$ cat src/rtl/regfile_write_arbiter.sv
// Shares one register-file write port between a priority writeback path (A) and a
// multi-cycle source (B). After B has been blocked MAX_WAIT cycles it is forced to win once.
module regfile_write_arbiter #(
    parameter int DATA_SIZE = 32,
    parameter int GPR_SIZE  = 3,
    parameter int MAX_WAIT  = 4
) (
    input  logic                 clk,
    input  logic                 reset,
    input  logic                 a_valid,
    input  logic [GPR_SIZE-1:0]  a_address,
    input  logic [DATA_SIZE-1:0] a_data,
    output logic                 a_ready,
    input  logic                 b_valid,
    input  logic [GPR_SIZE-1:0]  b_address,
    input  logic [DATA_SIZE-1:0] b_data,
    output logic                 b_ready,
    output logic [GPR_SIZE-1:0]  write_address,
    output logic [DATA_SIZE-1:0] write_data,
    output logic                 write_enable,
    output logic                 grant_b
);

    // state  | meaning
    // A_PRIO | A always ready; B ready only when A is idle
    // B_PRIO | one-cycle starvation override; B always ready
    typedef enum logic {
        A_PRIO = 1'b0,
        B_PRIO = 1'b1
    } state_t;

    localparam logic [7:0] WAIT_LAST = 8'(MAX_WAIT - 1);

    state_t     state;
    state_t     state_next;
    logic [7:0] wait_cnt;
    logic [7:0] wait_cnt_next;
    logic       a_fire;
    logic       b_fire;
    logic       b_blocked;

    assign a_fire    = a_valid && a_ready;
    assign b_fire    = b_valid && b_ready;
    assign b_blocked = (state == A_PRIO) && a_valid && b_valid;

    always_ff @(posedge clk) begin
        if (reset) begin
            state    <= A_PRIO;
            wait_cnt <= 8'd0;
        end else begin
            state    <= state_next;
            wait_cnt <= wait_cnt_next;
        end
    end

    // Anything other than a blocked B in A_PRIO clears the counter and returns to A_PRIO.
    always_comb begin
        state_next    = A_PRIO;
        wait_cnt_next = 8'd0;
        if (b_blocked) begin
            if (wait_cnt == WAIT_LAST) begin
                state_next = B_PRIO;
            end else begin
                wait_cnt_next = wait_cnt + 8'd1;
            end
        end
    end

    always_comb begin
        a_ready = 1'b0;
        b_ready = 1'b0;
        if (!reset) begin
            unique case (state)
                A_PRIO: begin
                    a_ready = 1'b1;
                    b_ready = !a_valid;
                end
                B_PRIO: begin
                    a_ready = !b_valid;
                    b_ready = 1'b1;
                end
            endcase
        end
    end

    // Idle cycles drive zeros onto the write port, not stale data.
    always_ff @(posedge clk) begin
        if (reset) begin
            write_enable  <= 1'b0;
            write_address <= '0;
            write_data    <= '0;
            grant_b       <= 1'b0;
        end else if (a_fire) begin
            write_enable  <= 1'b1;
            write_address <= a_address;
            write_data    <= a_data;
            grant_b       <= 1'b0;
        end else if (b_fire) begin
            write_enable  <= 1'b1;
            write_address <= b_address;
            write_data    <= b_data;
            grant_b       <= 1'b1;
        end else begin
            write_enable  <= 1'b0;
            write_address <= '0;
            write_data    <= '0;
            grant_b       <= 1'b0;
        end
    end

endmodule

$ cat config.mk
export PLATFORM = sky130hd
export DESIGN_NAME = regfile_write_arbiter
export DESIGN_NICKNAME = d
export VERILOG_FILES = /design/src/rtl/regfile_write_arbiter.sv
export SDC_FILE = /design/constraint.sdc
export NUM_CORES = 1
export LEC_CHECK = 0
export BUFFER_PORTS_ARGS = -buffer_cell sky130_fd_sc_hd__buf_4
export CORE_UTILIZATION = 41
export CTS_CLUSTER_SIZE = 40
export DETAILED_ROUTE_END_ITERATION = 16
export PLACE_DENSITY = 0.78
export SKIP_CTS_REPAIR_TIMING = 1
export SYNTH_ARGS = -nofsm -noshare
export SYNTH_HDL_FRONTEND = slang
export SYNTH_SLANG_ARGS = --single-unit
export TNS_END_PERCENT = 30
$ cat constraint.sdc
create_clock -name clk -period 1.49 [get_ports clk]
set_clock_uncertainty 0.05 [all_clocks]
set_input_delay 0.0745 -clock clk [delete_from_list [all_inputs] [get_ports clk]]
set_output_delay 0.0745 -clock clk [all_outputs]
set_load 0.01 [all_outputs]
==> flow_summary_export.csv <==
group,metric,value,unit
pwr,power_density,891.4,nW/um2
global_routing,grt_pass1_vias,1705,
cells_and_area,final_cells,366,
setup_path,crit_path_top_delay_cell,"dfxtp_1",
routing,ant_nets,0,
routing,drt_wl_total,5028,um
floorplanning,die_x,67.78,um
floorplanning,dieArea,4594,um2
setup_path,critPathKind,"reg2reg",
cells_and_area,antenna_cells,0,
setup_path,cpPeakStageDelay,380,ps
routing,maxUsedRoutingLayer,"met4",
floorplanning,die-height,67.78,um
yosys,ys_ff_latch,46,
place,numPortBuffers,112,
sta,post-route-min-period,1395,ps
global_routing,grt_max_degree,26,
sta,final-hold-violation-count,0,
cells_and_area,layout-drive-gt1-share,40.82,%
yosys,avgSynthCellArea,8.571,um2
pwr,peakVddDrop,0.0005982,V
setup_path,path_max_fanout,4,
setup_path,cp.required,1660,ps
setup_path,start_kind,"flip-flop",
routing,vias_per_cell,5.197,
routing,first_pass_iters,4,
place,gp_congestion,0.8139,
sta,fin_tns_setup,0,ps
routing,wl_met1,2031,um
yosys,synth_warnings,0,
sta,drv_slew,0,
pwr,power,2.444,mW
routing,post_drt_wl_per_cell,13.74,um
floorplanning,io_pins,113,
sta,rsz0062_at_grt,"no",
setup_path,crit_arrival,1570,ps
setup_path,crit_family,"simple AND/OR/NAND/NOR gates",
yosys,yosysTopAreaCellShare,51.90,%
routing,drt_iter0_markers,140,
clock_tree,cts.clk_slew.worst_paths,80,ps
sta,slew_headroom,75.64,%
global_routing,grt_overflow,0,
setup_path,cp-end-kind,"flip-flop",
yosys,syn_inst,207,
clock_tree,clock_latency,280,ps
setup_path,crit_buf_inv,0,
sta,finalSetupViolations,0,
yosys,yosysSeqAreaShare,51.90,%
setup_path,cp_cell_sequence,"ha_1 -> nand3_1 -> or3_1 -> a21oi_1",
global_routing,antenna_found_initial,0,
pwr,leakage,1.206,nW
global_routing,grt_pass1_wl,7514,um
clock_tree,root_buffer,"clkbuf_8",
sta,period_share,93.64,%
yosys,synth_top_area_cell,"dfxtp_1",
clock_tree,h-tree-depth,2,
yosys,synthesis.nets,282,
routing,drcViolationCount,0,
clock_tree,cts_tree,"done",
floorplanning,start_util,43.42,%
min_path,hp-class,"in2reg",
yosys,mappedNetlistArea,1774,um2
sta,fmax,716.7,MHz
cells_and_area,areaGrowthSynthToFinish,54.51,%
yosys,synth.area.top_cells,"dfxtp_1 52%, nand3_1 20%, a21oi_1 11%, buf_4 3.0%, nor2_1 2.1%",
place,numPlacedInstances,357,
routing,vias,1902,
run_status,status,"finished clean",
clock_tree,clockBufferDepth,2,
run,drv_cap,0,
clock_tree,cts_buffers,5,
place,dp_hpwl,3420,um
yosys,synth_cell_types,23,
clock_tree,clock-sinks,46,
routing,dr_wl_met2,2517,um
routing,met3WireLength,409,um
global_routing,grt_usage,21.87,%
floorplanning,design.core.area,4086,um2
cells_and_area,nets,392,
sta,worst_pin_slew,362.0,ps
floorplanning,rows,23,
==> routing by layer <==
layer | up-vias | global-route usage, %
met2 | 73 | 37.25
met5 | - | 0
met4 | 0 | 9.115
li1 | 945 | -
met3 | 7 | 5.743
met1 | 877 | 25.74
==> state kept, by name, indices dropped and copies added (netlist names) <==
register / count
state: 1
write_enable: 1
write_address: 3
grant_b: 1
wait_cnt: 8
write_data: 32
==> cells by family (layout without fill, tap and decap cells) <==
logic type               Yosys count  after routing  share of synthesized area (%)
buffers and inverters             20            129                          6.205
AO/OA/AOI/OAI                     43             43                          12.98
adder cells (fa/ha/maj)            1              1                         0.7051
flip-flops                        46             46                          51.90
XOR/XNOR                           3              3                          1.481
AND/OR/NAND/NOR                   94             94                          26.73
==> metrics by stage <==
stage	cell area, um2	hold slack (ps)	utilization [%]	setup WS [ps]
final	2741	9.724	67.09	94.79
after global routing	2741	5.426	67.09	30.71
after CTS	2706	0.9032	66.23	67.84
after detailed placement	2624	310.1	64.21	141.7
after global placement	2624	302.6	64.21	188.1
after floorplan	1774	184.6	-	227.2
==> report_power, final <==
group	switching (mW)	leakage, nW	internal (mW)
sequential	0.0135	0.377	1.28
clock	0.367	0.0431	0.358
combinational	0.189	0.786	0.239
total	0.570	1.21	1.87
==> layout make-up <==
type	instances	area [um2]
Tap cell	50	62.56
Inverter	1	3.754
Timing Repair Buffer	122	927.1
Fill cell	362	1345
Clock buffer	6	82.58
Sequential cell	46	922.1
Multi-Input combinational cell	141	743.2
==> Yosys cell counts, drive strengths merged <==
master   instances
ha               1
nand4bb          1
buf             15
nand2b           1
inv              1
a21oi           39
clkbuf           4
or3              3
xor2             2
nor2            10
nand2            3
nand3           73
xnor2            1
a31o             1
nor2b            1
nand4            1
dfxtp           46
nor4             1
o21ai            3
==> path summary, 6_finish.rpt <==
check                    from             end  slack, ps  cells after the start
hold / removal     a_data[21]  write_data[21]         10                      3
setup / recovery  wait_cnt[0]     wait_cnt[6]         90                      4
setup reg to reg  wait_cnt[0]     wait_cnt[6]         90                      4
hold reg to reg   wait_cnt[0]     wait_cnt[0]        420                      1
==> worst reg2reg max path: stages (launching register included) <==
cell	delay (ps)
dfxtp_1	380
ha_1	250
nand3_1	150
or3_1	360
a21oi_1	140
==> layout by cell type, fill, tap and decap left out, drive strengths merged <==
cell | Yosys | final
xnor2 | 1 | 1
buf | 15 | 119
nand2b | 1 | 1
nor2b | 1 | 1
nand4bb | 1 | 1
a31o | 1 | 1
inv | 1 | 1
xor2 | 2 | 2
a21oi | 39 | 39
nand2 | 3 | 3
nand4 | 1 | 1
nor2 | 10 | 10
clkbuf | 4 | 6
ha | 1 | 1
dlygate4sd3 | 0 | 3
dfxtp | 46 | 46
o21ai | 3 | 3
nand3 | 73 | 73
or3 | 3 | 3
nor4 | 1 | 1
Power figures use the tool's default switching activity.
